===== src/rtl/seg_mux_scheduler.sv =====
// Time-multiplexed seven-segment scan controller.
// Scans the enabled digits in ascending index order. Each digit gets a blanking
// interval with all anodes off, then a dwell with only its own anode on.
// Digit values are double-buffered: a load goes to a pending buffer, which is
// copied to the displayed buffer only at a frame wrap.
module seg_mux_scheduler #(
  parameter int unsigned NUM_DIGITS       = 2,
  parameter int unsigned DWELL_CYCLES     = 12000,
  parameter int unsigned BLANK_CYCLES     = 200,
  parameter bit          ANODE_ACTIVE_LOW = 1'b1,
  localparam int unsigned IDX_W   = (NUM_DIGITS > 1) ? $clog2(NUM_DIGITS) : 1,
  localparam int unsigned CNT_MAX = (DWELL_CYCLES > BLANK_CYCLES) ? DWELL_CYCLES : BLANK_CYCLES,
  localparam int unsigned CNT_W   = $clog2(CNT_MAX + 1)
) (
  input  logic                    clk,
  input  logic                    reset,
  input  logic [4*NUM_DIGITS-1:0] digits_in,
  input  logic                    load,
  input  logic [NUM_DIGITS-1:0]   digit_en,
  output logic [3:0]              hex_out,
  output logic [NUM_DIGITS-1:0]   anodes,
  output logic [IDX_W-1:0]        cur_digit,
  output logic                    frame_done
);

  typedef enum logic [1:0] {StNone, StBlank, StDwell} state_e;

  localparam logic [CNT_W-1:0]      BlankLast  = CNT_W'(BLANK_CYCLES - 1);
  localparam logic [CNT_W-1:0]      DwellLast  = CNT_W'(DWELL_CYCLES - 1);
  localparam logic [NUM_DIGITS-1:0] AnodesOff  = ANODE_ACTIVE_LOW ? '1 : '0;

  state_e                  r_state, w_state_d;
  logic [IDX_W-1:0]        r_idx, w_idx_d;
  logic [CNT_W-1:0]        r_cnt, w_cnt_d;
  logic [4*NUM_DIGITS-1:0] r_active, w_active_d;
  logic [4*NUM_DIGITS-1:0] r_pending, w_pending_d;
  logic                    r_pend_valid, w_pend_valid_d;
  logic [3:0]              r_hex, w_hex_d;
  logic [NUM_DIGITS-1:0]   r_anodes, w_anodes_d;
  logic                    r_frame_done;

  logic                    w_any_en;
  logic [IDX_W-1:0]        w_adv_idx;
  logic                    w_adv_hit;
  logic [IDX_W-1:0]        w_low_idx;
  logic                    w_wrap;

  assign w_any_en = |digit_en;

  // Next enabled digit above r_idx (wrapping), and the lowest enabled digit.
  always_comb begin
    w_adv_idx = r_idx;
    w_adv_hit = 1'b0;
    for (int k = 1; k <= int'(NUM_DIGITS); k++) begin
      if (!w_adv_hit && digit_en[IDX_W'((int'(r_idx) + k) % int'(NUM_DIGITS))]) begin
        w_adv_idx = IDX_W'((int'(r_idx) + k) % int'(NUM_DIGITS));
        w_adv_hit = 1'b1;
      end
    end
    w_low_idx = '0;
    for (int i = int'(NUM_DIGITS) - 1; i >= 0; i--) begin
      if (digit_en[i]) w_low_idx = IDX_W'(i);
    end
  end

  // Scan FSM next state; w_wrap marks the edge that starts a new frame.
  always_comb begin
    w_state_d = r_state;
    w_idx_d   = r_idx;
    w_cnt_d   = r_cnt;
    w_wrap    = 1'b0;
    if (!w_any_en) begin
      w_state_d = StNone;
      w_cnt_d   = '0;
    end else begin
      unique case (r_state)
        StNone: begin
          w_state_d = StBlank;
          w_idx_d   = w_low_idx;
          w_cnt_d   = '0;
          w_wrap    = 1'b1;
        end
        StBlank: begin
          if (!digit_en[r_idx]) begin
            // Current digit vanished: move on and restart the blanking count.
            w_idx_d = w_adv_idx;
            w_cnt_d = '0;
            w_wrap  = (w_adv_idx <= r_idx);
          end else if (r_cnt == BlankLast) begin
            w_state_d = StDwell;
            w_cnt_d   = '0;
          end else begin
            w_cnt_d = r_cnt + 1'b1;
          end
        end
        StDwell: begin
          if (!digit_en[r_idx] || (r_cnt == DwellLast)) begin
            w_state_d = StBlank;
            w_idx_d   = w_adv_idx;
            w_cnt_d   = '0;
            w_wrap    = (w_adv_idx <= r_idx);
          end else begin
            w_cnt_d = r_cnt + 1'b1;
          end
        end
        default: begin
          w_state_d = StBlank;
          w_cnt_d   = '0;
        end
      endcase
    end
  end

  // Double buffer: commit at frame wrap; a load on the wrap edge bypasses pending.
  always_comb begin
    w_active_d     = r_active;
    w_pending_d    = r_pending;
    w_pend_valid_d = r_pend_valid;
    if (w_wrap) begin
      if (load) begin
        w_active_d = digits_in;
      end else if (r_pend_valid) begin
        w_active_d = r_pending;
      end
      w_pend_valid_d = 1'b0;
    end else if (load) begin
      w_pending_d    = digits_in;
      w_pend_valid_d = 1'b1;
    end
  end

  // Registered outputs derived from the next state, so they line up with it.
  always_comb begin
    w_hex_d    = '0;
    w_anodes_d = AnodesOff;
    for (int i = 0; i < int'(NUM_DIGITS); i++) begin
      if (w_idx_d == IDX_W'(i)) begin
        w_hex_d = w_active_d[4*i +: 4];
        if (w_state_d == StDwell) w_anodes_d[i] = ~AnodesOff[i];
      end
    end
  end

  // State and output registers.
  always_ff @(posedge clk or posedge reset) begin
    if (reset) begin
      r_state      <= StBlank;
      r_idx        <= '0;
      r_cnt        <= '0;
      r_active     <= '0;
      r_pending    <= '0;
      r_pend_valid <= 1'b0;
      r_hex        <= '0;
      r_anodes     <= AnodesOff;
      r_frame_done <= 1'b0;
    end else begin
      r_state      <= w_state_d;
      r_idx        <= w_idx_d;
      r_cnt        <= w_cnt_d;
      r_active     <= w_active_d;
      r_pending    <= w_pending_d;
      r_pend_valid <= w_pend_valid_d;
      r_hex        <= w_hex_d;
      r_anodes     <= w_anodes_d;
      r_frame_done <= w_wrap;
    end
  end

  assign hex_out    = r_hex;
  assign anodes     = r_anodes;
  assign cur_digit  = r_idx;
  assign frame_done = r_frame_done;

endmodule


===== config.mk =====
export PLATFORM = sky130hd
export DESIGN_NAME = seg_mux_scheduler
export DESIGN_NICKNAME = d
export VERILOG_FILES = /design/src/rtl/seg_mux_scheduler.sv
export SDC_FILE = /design/constraint.sdc
export NUM_CORES = 1
export LEC_CHECK = 0
export BUFFER_PORTS_ARGS = -buffer_cell sky130_fd_sc_hd__buf_2
export CORE_ASPECT_RATIO = 1.4
export CORE_MARGIN = 2
export CORE_UTILIZATION = 35
export DETAILED_ROUTE_END_ITERATION = 8
export PLACE_DENSITY = 0.54
export RECOVER_POWER = 50
export SYNTH_ARGS = -nofsm -noshare
export SYNTH_HDL_FRONTEND = slang
export SYNTH_SLANG_ARGS = --single-unit

===== constraint.sdc =====
create_clock -name clk -period 3.53 [get_ports clk]
set_clock_uncertainty 0.1 [all_clocks]
set_input_delay 0.353 -clock clk [delete_from_list [all_inputs] [get_ports clk]]
set_output_delay 0.353 -clock clk [all_outputs]
set_load 0.005 [all_outputs]

== Word level (Yosys, flattened, before mapping) ==
Index checks and enable logic that the tools add are counted.

* Flip-flop bits (word level): 41
* Input port bits: 13
* Logic and storage cells: 68

* $add $sub $neg: 3
* $lt $le $gt $ge: 4
* Equality and inequality tests: 5
* Muxes and demuxes: 38
* Bitwise operators: 1
* Reduce and logical (&&, ||, !) cells: 8

{| class="wikitable"
|+ Operators with widths
! kind !! count
|-
| two-way mux 14 bit || 4
|-
| one-hot mux 14 bit (2 select lines) || 1
|-
| two-way mux 8 bit || 3
|-
| two-way mux 1 bit || 22
|-
| adder 14 x 1 -> 14 bit (second input constant) || 1
|-
| == test 14 bit (second input constant) || 1
|-
| == test 14 x 8 -> 1 bit (second input constant) || 1
|-
| two-way mux 2 bit || 4
|-
| < comparator 1 x 3 -> 1 bit (second input constant) || 2
|-
| one-hot mux 1 bit (3 select lines) || 2
|-
| == test 2 bit (second input constant) || 2
|-
| two-way mux 4 bit || 1
|-
| one-hot mux 2 bit (2 select lines) || 1
|-
| adder 1 bit (second input constant) || 2
|-
| == test 2 x 1 -> 1 bit (second input constant) || 1
|-
| logical NOT 1 bit || 2
|-
| logical NOT 2 bit || 1
|-
| < comparator 1 x 2 -> 1 bit (second input constant) || 1
|-
| AND reduction 2 bit || 1
|-
| nonzero test 2 bit || 1
|-
| OR reduction 2 bit || 1
|-
| <= comparator 1 bit || 1
|-
| logical AND 1 bit || 1
|-
| logical OR 1 bit || 1
|-
| inverter 1 bit || 1
|}

== Longest topological paths before layout ==
* Depth in word-level cells: 14
* Gate-level depth with buffers: 9
* Gate-level depth less buffers: 8

== Worst setup path after synthesis ==
Ideal clock, no wire load.

* Kind: flip-flop to flip-flop
* Start: reg r_idx (netlist: cur_digit)
* End: reg r_hex[0] (netlist: hex_out[0])
* Data arrival time: 1.912 ns
* Path slack: 1.378 ns
* Cell stages (with the launch flop): 10
* Path through: dfrtp_1 inv_1 ha_1 nor2b_1 o22ai_1 a211oi_1 o21ai_2 and2_4 buf_6 mux4_1

{| class="wikitable"
|+ RTL lines
! item !! line !! RTL
|-
| start, declared || 33 || <nowiki>logic [IDX_W-1:0] r_idx, w_idx_d;</nowiki>
|-
| start signal, assigned || 158 || <nowiki>r_idx <= w_idx_d;</nowiki>
|-
| two-way mux 1 bit (implied by the code) (2 in a row) || 84, 97 ||
|-
| logical NOT 1 bit || 97 || <nowiki>if (!digit_en[r_idx] || (r_cnt == DwellLast)) begin</nowiki>
|-
| logical OR 1 bit || 97 ||
|-
| two-way mux 1 bit || 97 ||
|-
| one-hot mux 1 bit (3 select lines) || 76 || <nowiki>unique case (r_state)</nowiki>
|-
| two-way mux 1 bit (*) || 72 || <nowiki>if (!w_any_en) begin</nowiki>
|-
| net w_idx_d || 33 ||
|-
| two-way mux 4 bit (*) || 137 || <nowiki>if (w_idx_d == IDX_W'(i)) begin</nowiki>
|-
| net w_hex_d[0] || 38 || <nowiki>logic [3:0] r_hex, w_hex_d;</nowiki>
|-
| end signal, assigned || 163 || <nowiki>r_hex <= w_hex_d;</nowiki>
|-
| end, declared || 38 ||
|}

Mark *: on every way through the listed nets, which the timed path passes. The rest lies on a longest branch. The select of a mux whose other input is x is not followed.
A chain may end at the register's enable or synchronous reset.

== Final worst setup path ==
* Start: reg r_cnt[0]
* End: reg r_hex[2] (netlist: hex_out[2])

* Longest elaborated chain between the ends: 7

{| class="wikitable"
|+ Ends and longest elaborated chain
! item !! line !! RTL
|-
| start, declared || 34 || <nowiki>logic [CNT_W-1:0] r_cnt, w_cnt_d;</nowiki>
|-
| start signal, assigned || 159 || <nowiki>r_cnt <= w_cnt_d;</nowiki>
|-
| == test 14 bit || 97 ||
|-
| logical OR 1 bit || 97 ||
|-
| two-way mux 1 bit || 97 ||
|-
| one-hot mux 1 bit (3 select lines) || 76 ||
|-
| two-way mux 1 bit || 72 ||
|-
| net w_wrap || 46 || <nowiki>logic w_wrap;</nowiki>
|-
| two-way mux 8 bit || 119 || <nowiki>if (w_wrap) begin</nowiki>
|-
| two-way mux 4 bit || 137 ||
|-
| net w_hex_d[2] || 38 ||
|}

The timed path passes the listed nets, and every way through them passes these cells.

==> results.md <==
- Status: complete, no violations
- Worst Max-Slew Pin Slew: 920.7 ps
- Number of synthesized register bits: 41
- Root Driver: clkbuf_8
- Most common cell after layout, fill and taps aside: dfrtp_1
- CTS sink count: 41
- Overall Power: 1.468 mW
- Worst Path Arrival: 2490 ps
- Final WS setup: 1105 ps
- Post-CTS sizing: 0
- Critical path cell sequence: ha_1, and4_4, nand4_4, a21oi_1, o21ai_2, buf_4, inv_2, mux4_1
- Final TNS setup: 0 ps
- Die H: 97.51 um
- Vias in the first global route: 1,517
- Post-Syn Nets: 218
- Max Cap Viol: 0
- Slowest-stage cell, CP: mux4_1
- Final Critical Period: 2425 ps
- Slew margin rel.: 0.3855
- Post-DRT Antenna Nets: 0
- Routed WL: 4100 um
- HPWL Detailed: 3091 um
- Commonest non-fill, non-tap cells in the layout: 38 x dfrtp_1, 22 x nor2_1, 19 x buf_2, 15 x nand2_1, 15 x mux2_2
- DR WL/cell: 13.90 um
- Clk_lat worst skew: 290 ps
- Largest net degree at the start of global routing: 26
- Cell family with most CP delay: multiplexers
- Initial DRC count: 41
- Vias per std cell: 5.125
- Crit path buffers/inverters: 2
- Fin. max-slew vios: 0
- Grt ovf: 0
- CP Class: register to register
- Initial antenna violation count: 0
- Via Count: 1,512
- Reg2reg end: hex_out[2]$_DFF_PP0_
- Multi-input gate area: 0.001085 sq mm
- Yosys cell types: 46
- Residual DRC count: 0
- CP startpoint kind: register
- Die Area: 0.006902 sq mm
- CP Capture Type: register
- Async S/R FF share, synth: 1.000
- Placed cells: 287
- Row cnt: 34
- Leakage: 1.070 nW
- Starting Density: 0.3568
- Sequential cell area: 0.001030 sq mm
- CTS clk-pin slew, worst paths: 80 ps
- Setup Fix Bufs, Post-CTS: 0
- Required time worst endpoint: 3600 ps
- Layout cells sized above 1: 0.2466
- I/O Pins: 21
- Core footprint: 0.006126 sq mm
- Worst R2R Path Depth: 8
- Synth-to-Final Area Change: 12.25%
- Maximum vdd ir drop: 0.3592 mV
- GRT Overall Usage: 0.1307
- Synth Instances: 199
- Antenna cells: 0
- YS warnings: 0
- H-Tree Depth: 2
- Critical path fanouts, max: 8
- Worst stage delay on the critical path: 550 ps
- Total Nets Final: 241
- RSZ-0062 raised after global routing: no
- Pre-antenna DRT Iters: 4
- Clock Path Buffers: 2
- Fillers: 637
- Sequential share of the synthesized area: 0.4711
- Die width: 70.79 um
- Post-synth EDFFs: 0
- RR Startpoint: r_cnt[0]$_DFF_PP0_
- Worst slack, placed: 1086 ps
- Worst reg2reg setup slack: 1110 ps
- Placer congestion estimate: 0.7985
- Avg Cell Area, Syn: 10.98 sq um
- Hold Fails Final Rpt: 0
- Power Dens Cells: 598.2 mW/mm^2
- CTS tree: built
- Primary FF master, synth: dfrtp_1
- Final setup violation count: 0
- Cts bufs inserted: 5
- Hold Path Class: input pin to asynchronous set/reset pin
- Mapped cell area: 0.002186 sq mm
- Hold bufs inserted after CTS: 0
- Ratio of final minimum period to clock period: 0.6869
- First-pass GRT wire length: 7182 um
- Fmax: 412.4 MHz
- Fin cells: 295
- Input/output buffers: 20
-- sequential cells by signal, indices dropped and copies added (netlist names) --
signal        flops
r_cnt            14
r_active          8
r_pending         8
hex_out           4
anodes            2
r_state           2
cur_digit         1
frame_done        1
r_pend_valid      1
-- stage by stage --
| step | hold slack, ps | utilization | instance area (sq um) |
|---|---|---|---|
| finish | 153.2 | 0.4005 | 2454 |
| CTS | 196.4 | 0.4013 | 2459 |
| global placement | 360.1 | 0.3848 | 2357 |
| detailed placement | 371.3 | 0.3848 | 2357 |
| floorplan | 347.9 | - | 2186 |
| global route | 198.1 | 0.4005 | 2454 |
-- report_power, final --
part / internal (mW) / switching (mW)
combinational: 0.244 / 0.200
sequential: 0.594 / 0.0903
clock: 0.177 / 0.162
-- logic make-up (layout without fill, tap and decap cells) --
logic type | Yosys count | after routing | share of synthesized area
DFF | 41 | 41 | 0.4711
xor gates and xnor gates | 12 | 12 | 0.04809
and+or+nand+nor | 68 | 68 | 0.1717
muxes | 27 | 27 | 0.1546
adders and majority gates | 6 | 6 | 0.03434
AOI/OAI and AO/OA | 29 | 29 | 0.08758
buffers and inverters | 16 | 40 | 0.03262
-- cell type report --
cell class              instances  area share
clock buffers                   7     0.03927
well taps                      72     0.03672
flip-flops and latches         41      0.4197
repair buffers                 22     0.04488
multi-input cells             142      0.4421
clock inverters                 1    0.002040
inverters                      10     0.01530
-- worst max path at each step --
stage / from / end / slack, ps / depth (start not counted)
after floorplan: cur_digit$_DFF_PP0_ / hex_out[0]$_DFF_PP0_ / 1380 / 9
after global placement: r_cnt[0]$_DFF_PP0_ / hex_out[2]$_DFF_PP0_ / 1140 / 8
after detailed placement: r_cnt[0]$_DFF_PP0_ / hex_out[1]$_DFF_PP0_ / 1090 / 8
after CTS: r_cnt[0]$_DFF_PP0_ / hex_out[2]$_DFF_PP0_ / 1080 / 8
after global routing: r_cnt[0]$_DFF_PP0_ / hex_out[2]$_DFF_PP0_ / 930 / 8
final: r_cnt[0]$_DFF_PP0_ / hex_out[2]$_DFF_PP0_ / 1110 / 8
-- cells in the mapped netlist, types with 3 or more instances --
cell type  instances  share of area
dfrtp_1           38           0.44
nor2_1            22          0.038
mux2_2            15          0.077
nand2_1           15          0.026
o21ai_0           10          0.023
inv_1              9          0.015
mux2i_1            9          0.041
xor2_1             9          0.036
ha_1               6          0.034
nand3_1            5          0.011
a21oi_1            4         0.0092
nand4_1            4          0.011
buf_2              3         0.0069
dfstp_2            3          0.036
mux4_1             3          0.036
xnor2_1            3          0.012
-- per-layer routing --
metal | GRT usage | wire (um)
met1 | 0.1535 | 1714
met2 | 0.2279 | 2213
met3 | 0.03423 | 105
met4 | 0.04354 | 66
met5 | 0 | 0
No activity file was read; power rests on OpenSTA's default activity.
